**config.mk**
```make
export PLATFORM = sky130hd
export DESIGN_NAME = rgbw_pwm_gen
export DESIGN_NICKNAME = d
export VERILOG_FILES = /design/src/rtl/rgbw_pwm_gen_pkg.sv /design/src/rtl/rgbw_pwm_gen_channel.sv /design/src/rtl/rgbw_pwm_gen.sv
export SDC_FILE = /design/constraint.sdc
export NUM_CORES = 1
export LEC_CHECK = 0
export CAP_MARGIN = 40
export CORE_UTILIZATION = 51
export CTS_BUF_LIST = sky130_fd_sc_hd__clkbuf_16
export CTS_CLUSTER_SIZE = 16
export DETAILED_ROUTE_END_ITERATION = 16
export PLACE_DENSITY = 0.76
export SLEW_MARGIN = 20
export SYNTH_ARGS = -nofsm -noshare
export SYNTH_HDL_FRONTEND = slang
export SYNTH_SLANG_ARGS = --single-unit
```
**constraint.sdc**
```tcl
create_clock -name clk -period 1.85 [get_ports clk]
set_clock_uncertainty 0.15 [all_clocks]
set_input_delay 0.37 -clock clk [delete_from_list [all_inputs] [get_ports clk]]
set_output_delay 0.37 -clock clk [all_outputs]
set_load 0.01 [all_outputs]
```
**src/rtl/rgbw_pwm_gen_pkg.sv**
```systemverilog
// Shared constants for the RGBW PWM generator: widths, channel indices and
// the phase-stagger step used when RGBW_PWM_PHASE_STAGGER_EN is defined.
package rgbw_pwm_gen_pkg;

  localparam int unsigned PWM_WIDTH        = 8;
  localparam int unsigned PWM_NUM_CH       = 4;
  localparam int unsigned PWM_STAGGER_STEP = 2 ** (PWM_WIDTH - 2);

  typedef enum logic [1:0] {
    CH_R = 2'd0,
    CH_G = 2'd1,
    CH_B = 2'd2,
    CH_W = 2'd3
  } ch_e;

  // Quarter-period offset of channel ch for a counter of the given width.
  function automatic int unsigned stagger_offset(int unsigned ch, int unsigned width);
    return ch << (width - 2);
  endfunction

endpackage

```
**src/rtl/rgbw_pwm_gen_channel.sv**
```systemverilog
// One PWM channel: active-duty register updated at period wrap plus a
// registered comparator against the (optionally offset) period counter.
module pwm_channel_cmp
  import rgbw_pwm_gen_pkg::*;
#(
  parameter int unsigned WIDTH = PWM_WIDTH
) (
  input  logic             clk,
  input  logic             reset,
  input  logic [WIDTH-1:0] cnt,
  input  logic             wrap,
  input  logic [WIDTH-1:0] shadow,
  input  logic [WIDTH-1:0] offset,
  output logic             pwm
);

  logic [WIDTH-1:0] active;
  logic [WIDTH-1:0] cnt_ch;

  always_comb cnt_ch = cnt + offset;

  always_ff @(posedge clk) begin
    if (reset) begin
      active <= '0;
      pwm    <= 1'b0;
    end else begin
      if (wrap) active <= shadow;
      pwm <= (cnt_ch < active);
    end
  end

endmodule

```
**src/rtl/rgbw_pwm_gen.sv**
```systemverilog
// Four-channel RGBW PWM generator clocked by prescaler ticks, with
// wrap-synchronous duty updates. Optional RGBW_PWM_PHASE_STAGGER_EN staggers channels.
module rgbw_pwm_gen
  import rgbw_pwm_gen_pkg::*;
#(
  parameter int unsigned WIDTH  = PWM_WIDTH,
  parameter int unsigned NUM_CH = PWM_NUM_CH
) (
  input  logic                    clk,
  input  logic                    reset,
  input  logic                    presc_clk,
  input  logic [NUM_CH*WIDTH-1:0] duty_in,
  input  logic                    load,
  output logic                    pending,
  output logic                    period_start,
  output logic [NUM_CH-1:0]       pwm_out
);

  logic             presc_q;
  logic             armed;
  logic             tick;
  logic             wrap;
  logic [WIDTH-1:0] cnt;
  logic [WIDTH-1:0] shadow [NUM_CH];

  // armed blocks a tick from a presc_clk level that was already high when
  // reset released; it sets once presc_clk has been seen low.
  always_comb begin
    tick = presc_clk & ~presc_q & armed;
    wrap = tick & (cnt == '1);
  end

  always_ff @(posedge clk) begin
    if (reset) begin
      presc_q      <= 1'b0;
      armed        <= 1'b0;
      cnt          <= '0;
      pending      <= 1'b0;
      period_start <= 1'b0;
      for (int unsigned i = 0; i < NUM_CH; i++) shadow[i] <= '0;
    end else begin
      presc_q      <= presc_clk;
      armed        <= armed | ~presc_clk;
      period_start <= wrap;
      if (tick) cnt <= cnt + WIDTH'(1);
      // A load coinciding with wrap keeps pending set: the channels take the
      // old shadow now and the new value at the following wrap.
      if (load) begin
        for (int unsigned i = 0; i < NUM_CH; i++) shadow[i] <= duty_in[i*WIDTH +: WIDTH];
        pending <= 1'b1;
      end else if (wrap) begin
        pending <= 1'b0;
      end
    end
  end

  for (genvar i = 0; i < NUM_CH; i++) begin : g_ch
`ifdef RGBW_PWM_PHASE_STAGGER_EN
    localparam logic [WIDTH-1:0] OFFSET = WIDTH'(stagger_offset(i, WIDTH));
`else
    localparam logic [WIDTH-1:0] OFFSET = '0;
`endif
    pwm_channel_cmp #(.WIDTH(WIDTH)) u_cmp (
      .clk    (clk),
      .reset  (reset),
      .cnt    (cnt),
      .wrap   (wrap),
      .shadow (shadow[i]),
      .offset (OFFSET),
      .pwm    (pwm_out[i])
    );
  end

endmodule

```
==> impl_metrics.yaml, run 1 <==
finish:
  final_common_cell: "nand2b_1"
  final_cell_mix: "nand2b_1 (65), dfxtp_1 (43), clkdlybuf4s50_1 (40), and2_1 (32), edfxtp_1 (32)"
  diodes: 0
  syn_to_final_growth_pct: 26.3
  final_area_sq_mm: 0.00498
  drive_gt1_share_pct: 13.7
  utilization_pct: 67.6
  nets: 475
worst_setup_path:
  cp-endpoint: "g_ch[2].u_cmp.pwm$_SDFF_PP0_"
  crit_chain: "ha_1, a211oi_1, o21ai_0, a2111oi_1"
  arrival_ns: 1.84
  worstPathRequired_ns: 1.90
  cp-startpoint: "cnt[3]$_SDFFE_PP0P_"
  ff2ff_path_depth: 4
  path_max_fanout: 5
  path_class: "reg2reg"
  crit_path_end_kind: "flip-flop"
  r2r_setup_slack_ns: 0.06
  critPathLaunchType: "flip-flop"
  worstReg2RegEnd: "g_ch[2].u_cmp.pwm$_SDFF_PP0_"
  critPathMaxStageDelay_ns: 0.45
  r2r-start: "cnt[3]$_SDFFE_PP0P_"
  slowest_stage: "a2111oi_1"
clock_network:
  clock_sinks: 80
  clk_pin_slew_ns: 0.06
  clockBufferDepth: 2
  insertion_delay_ns: 0.33
  cts_tree: "built"
  clockRootBuffer: "clkbuf_16"
  cts_hold_buf: 0
  htreeDepth: 3
  cts_buffers: 9
detailed_routing:
  vias_per_cell: 5.04
  drt_iter0_drc: 71
  dr.pass1.iters: 4
  drc: 0
  antenna_left: 0
  drt-total-wl_um: 7310
  wl_per_cell_um: 14.2
  vias: 2593
global_routing:
  grt_pass1_vias: 2639
  grt_pass1_wl_um: 12100
  grt_util_met3_pct: 4.91
  grt_overflow: 0
  grt_max_degree: 37
  grt_antenna_before_repair: 0
  track_usage_pct: 18.9
  grt-busiest-layer: "met2"
  grt_use_met1_pct: 22.3
  grt_use_met2_pct: 33.3
floorplan:
  die_y_um: 89.9
  ios: 42
  fp.dieArea_sq_mm: 0.00809
  start_util_pct: 53.5
  dieWidth_um: 89.9
  fp-row-count: 31
  core_area_sq_mm: 0.00737
logic_synthesis:
  syn_inst: 356
  yosys-top-cells-area: "dfxtp_1 (24%), edfxtp_1 (24%), nand2b_1 (10%), ha_1 (9.2%), mux2i_1 (8.4%)"
  synth_top_family_by_area: "simple AND/OR/NAND/NOR gates"
  synthMuxAreaShare_pct: 8.66
  avgSynthCellArea_sq_um: 11.1
  synth-seq-cells: 80
  synth_top_area_cell: "dfxtp_1"
  synthSimpleGateAreaFrac_pct: 20.9
  synth_cell_types: 37
  ys_warn_count: 0
  synth_top_cell_area_share_pct: 24.4
  yosysSeqAreaShare_pct: 48.7
  synth_nets: 421
  synth_area_sq_mm: 0.00394
  synth_compound_gate_area_share_pct: 6.03
  synth_xor_area_share_pct: 0.444
  synthAdderAreaFrac_pct: 9.20
placed_design:
  io_buffers: 41
  gp_congestion: 0.805
  dp_hpwl_um: 4590
  dp_slack_ns: -0.241
  placed_area_sq_mm: 0.00453
worst_hold_path:
  min_path_type: "in2reg"
timing:
  setup_viol_count_final: 0
  tightest_slew_ns: 0.461
  fin_ws_ns: 0.0563
  fin_crit_sh_pct: 97.0
  final_hold_viol_count: 0
  period_minus_slack_ns: 1.79
  slew_headroom_pct: 69.3
  holdWs_ns: 0.260
  timing.fmax_ghz: 0.557
  maxSlewViolCount: 0
power:
  power_density_mw_per_mm2: 811
  peakVddDrop_mv: 0.662
  leakage_nw: 1.79
  power_mw: 4.04
flow_run:
  max_cap_violations: 0
run_status:
  outcome: "finished clean"
==> critical path, delay by kind of cell (launching register included) <==
| kind | cells | cell delay (ns) |
|---|---|---|
| compound gates | 3 | 0.84 |
| flops | 1 | 0.36 |
| fa+ha+maj | 1 | 0.32 |
==> worst min-delay path by stage <==
| stage | startpoint | to | cells after the start |
|---|---|---|---|
| final | reset | cnt[2]$_SDFFE_PP0P_ | 2 |
| after global routing | reset | cnt[2]$_SDFFE_PP0P_ | 2 |
| after CTS | reset | cnt[2]$_SDFFE_PP0P_ | 2 |
| after detailed placement | g_ch[1].u_cmp.active[0]$_SDFFE_PP0P_ | g_ch[1].u_cmp.active[0]$_SDFFE_PP0P_ | 2 |
| after global placement | g_ch[1].u_cmp.active[0]$_SDFFE_PP0P_ | g_ch[1].u_cmp.active[0]$_SDFFE_PP0P_ | 2 |
| after floorplan | g_ch[0].u_cmp.active[0]$_SDFFE_PP0P_ | g_ch[0].u_cmp.active[0]$_SDFFE_PP0P_ | 2 |
==> repair_timing <==
item                       CTS  global route
cloned                       0             3
resized for setup            6            19
setup buffers                0             1
setup endpoints to repair   25            34
pin swaps                    0             2
==> flip-flops by register name, summed over array words and instances, names as in the netlist <==
| name | count |
|---|---|
| shadow | 32 |
| armed | 1 |
| g_ch.u_cmp.active | 32 |
| pending | 1 |
| cnt | 8 |
| period_start | 1 |
| presc_q | 1 |
| g_ch.u_cmp.pwm | 4 |
==> logic make-up after synthesis <==
group | count (synthesis)
AOI/OAI and AO/OA | 34
xor gates and xnor gates | 2
adders and majority gates | 29
buffers and inverters | 50
DFF | 80
muxes | 34
and+or+nand+nor | 127
==> metrics by stage <==
step / TNS [ns] / cells
final: 0 / 514
after global routing: -0.113 / 514
after CTS: 0 / 510
after detailed placement: -7.17 / 494
after global placement: -5.65 / 494
after floorplan: 0 / 356
==> Yosys cell counts (all sizes together) <==
cell type	count
nand2b	65
dfxtp	48
mux2i	33
and2	32
edfxtp	32
inv	30
ha	29
clkbuf	11
a21oi	9
buf	8
nor2b	8
o21ai	6
a2111oi	4
a211oi	4
nor2	4
nor3b	4
o2111a	4
o211ai	4
nand2	3
nor4	2
o31ai	2
or3	2
or4	2
bufinv	1
mux2	1
nand3	1
nand3b	1
nand4	1
nand4b	1
o21bai	1
or2	1
xnor2	1
xor2	1
==> area by class of cell <==
cell class | count | area (sq um)
timing repair buffer | 62 | 633
tap | 99 | 124
clock buffer | 9 | 225
multi-input combinational | 226 | 1840
clock inverter | 7 | 96.3
fill | 556 | 2390
sequential | 80 | 1930
inverter | 31 | 130
==> metal layers <==
layer,up-vias,share of wire [%],wire (um)
li1,1314,-,-
met1,1221,45,3270
met2,48,50,3620
met3,10,3.9,285
met4,0,1.7,124
met5,-,0,0
==> report_power, final <==
part           switching [mW]  leakage, nW  internal (mW)
sequential             0.0226        0.734           1.90
combinational          0.0888        0.905          0.139
clock                   0.701        0.153           1.18
Note: power is estimated with default switching activity, not from simulation.
==> run 2, diff against run 1 <==
TNS_END_PERCENT = 50   (was default)
==> results of run 2 <==
No change in the layout: final DEF, timing and power equal those of run 1.
==> run 3, diff against run 2 <==
GPL_ROUTABILITY_DRIVEN = 1   (was default)
SKIP_CTS_REPAIR_TIMING = 1   (was default)
==> run 3 against run 2 <==
Against the previous run: non-clock buffer count unchanged; wire length about the same; clock power about the same; die area unchanged; count of clock-buffer cells in the layout unchanged; sequential share of layout area unchanged.
==> impl_metrics.yaml, run 3 (synthesis results as in run 1) <==
run_status:
  outcome: "finished clean"
finish:
  nets: 475
  reg_top3: "g_ch.u_cmp.active: 32 flops, shadow: 32 flops, cnt: 8 flops"
  diodes: 0
  syn_to_final_growth_pct: 26.3
  fillCellCount: 556
  final_cell_mix: "nand2b_1 (65), dfxtp_1 (43), clkdlybuf4s50_1 (40), and2_1 (32), edfxtp_1 (32)"
  drive_gt1_share_pct: 13.7
  final_area_sq_mm: 0.00498
  final_cells: 514
  final_common_cell: "nand2b_1"
placed_design:
  placed_area_sq_mm: 0.00453
  io_buffers: 41
  placed_cells: 494
  gp_congestion: 0.805
  dp_slack_ns: -0.241
  dp_hpwl_um: 4590
worst_setup_path:
  crit_chain: "ha_1, a211oi_1, o21ai_0, a2111oi_1"
  arrival_ns: 1.85
  path_class: "reg2reg"
  slowest_stage: "a2111oi_1"
  path_buf_inv: 0
  r2r_setup_slack_ns: 0.05
  crit_family: "compound AO/OA/AOI/OAI gates"
  critPathLaunchType: "flip-flop"
  crit_path_end_kind: "flip-flop"
  r2r-start: "cnt[3]$_SDFFE_PP0P_"
  critPathMaxStageDelay_ns: 0.45
  worstReg2RegEnd: "g_ch[2].u_cmp.pwm$_SDFF_PP0_"
  path_max_fanout: 5
  ff2ff_path_depth: 4
  worstPathRequired_ns: 1.90
floorplan:
  ios: 42
  fp.dieArea_sq_mm: 0.00809
  start_util_pct: 53.5
  core_area_sq_mm: 0.00737
  die_y_um: 89.9
  fp-row-count: 31
  dieWidth_um: 89.9
clock_network:
  cts_tree: "built"
  clockBufferDepth: 2
  insertion_delay_ns: 0.33
  htreeDepth: 3
  clk_pin_slew_ns: 0.06
  clockRootBuffer: "clkbuf_16"
  cts_buffers: 9
  clock_sinks: 80
detailed_routing:
  drt-total-wl_um: 7300
  vias_per_cell: 5.02
  drt_iter0_drc: 79
  antenna_left: 0
  wl_per_cell_um: 14.2
  drc: 0
  vias: 2582
  dr.pass1.iters: 4
global_routing:
  grt_overflow: 0
  grt_pass1_wl_um: 12000
  grt_antenna_before_repair: 0
  grt_max_degree: 37
  track_usage_pct: 18.8
  grt_pass1_vias: 2640
timing:
  final_hold_viol_count: 0
  fin_crit_sh_pct: 97.0
  maxSlewViolCount: 0
  slew_headroom_pct: 69.3
  period_minus_slack_ns: 1.80
  fin_ws_ns: 0.0546
  tightest_slew_ns: 0.460
  setup_viol_count_final: 0
  timing.fmax_ghz: 0.557
  tns_ns: 0
  holdWs_ns: 0.259
power:
  peakVddDrop_mv: 0.662
  leakage_nw: 1.79
  power_density_mw_per_mm2: 810
flow_run:
  max_cap_violations: 0
worst_hold_path:
  hold_path_end: "cnt[2]$_SDFFE_PP0P_"
  hp-start: "reset"
  min_path_type: "in2reg"
  holdPathStages: 2
## run 3: cell counts in the layout (fill, tap and decap cells not counted)
No cell type changed its count.
## run 3: how the worst max path moves through the flow
stage	start	endpoint	slack, ns	depth (start not counted)
after floorplan	reset	shadow[0][0]$_SDFFCE_PN0P_	0.08	3
after global placement	cnt[3]$_SDFFE_PP0P_	g_ch[0].u_cmp.pwm$_SDFF_PP0_	-0.24	5
after detailed placement	presc_clk	g_ch[3].u_cmp.active[6]$_SDFFE_PP0P_	-0.24	5
after CTS	cnt[4]$_SDFFE_PP0P_	g_ch[0].u_cmp.pwm$_SDFF_PP0_	-0.21	4
after global routing	cnt[1]$_SDFFE_PP0P_	g_ch[2].u_cmp.active[0]$_SDFFE_PP0P_	-0.02	7
final	cnt[3]$_SDFFE_PP0P_	g_ch[2].u_cmp.pwm$_SDFF_PP0_	0.05	4
## run 3: worst register-to-register path: cells and delay by family (launching register included)
kind	cells	cell delay (ns)
flip-flops	1	0.36
adder cells (fa/ha/maj)	1	0.32
AO/OA/AOI/OAI	3	0.84
## run 3: where the power goes
part           internal [mW]  total [mW]  switching (mW)
clock                   1.18        1.88           0.700
sequential              1.90        1.92          0.0226
combinational          0.139       0.228          0.0886
## run 3: metrics by stage
step                      power [mW]  util (%)
after global routing            4.17      67.6
after floorplan                 2.06         -
after global placement          2.18      61.5
after CTS                       4.06      65.8
final                           4.03      67.6
after detailed placement        2.18      61.5
## run 3: final cells by class
| cell class | count | area, sq um | share of cell area [%] |
|---|---|---|---|
| sequential | 80 | 1930 | 38.8 |
| clock inverter | 7 | 96.3 | 1.94 |
| inverter | 31 | 130 | 2.61 |
| clock buffer | 9 | 225 | 4.52 |
| multi-input combinational | 226 | 1840 | 36.9 |
| tap | 99 | 124 | 2.49 |
| timing repair buffer | 62 | 633 | 12.7 |
## run 3: per-layer routing
metal	global-route usage (%)	routed length, um	vias up
met5	0	0	-
li1	-	-	1314
met4	6.18	124	0
met2	33.3	3610	41
met3	4.91	232	10
met1	22.3	3340	1217
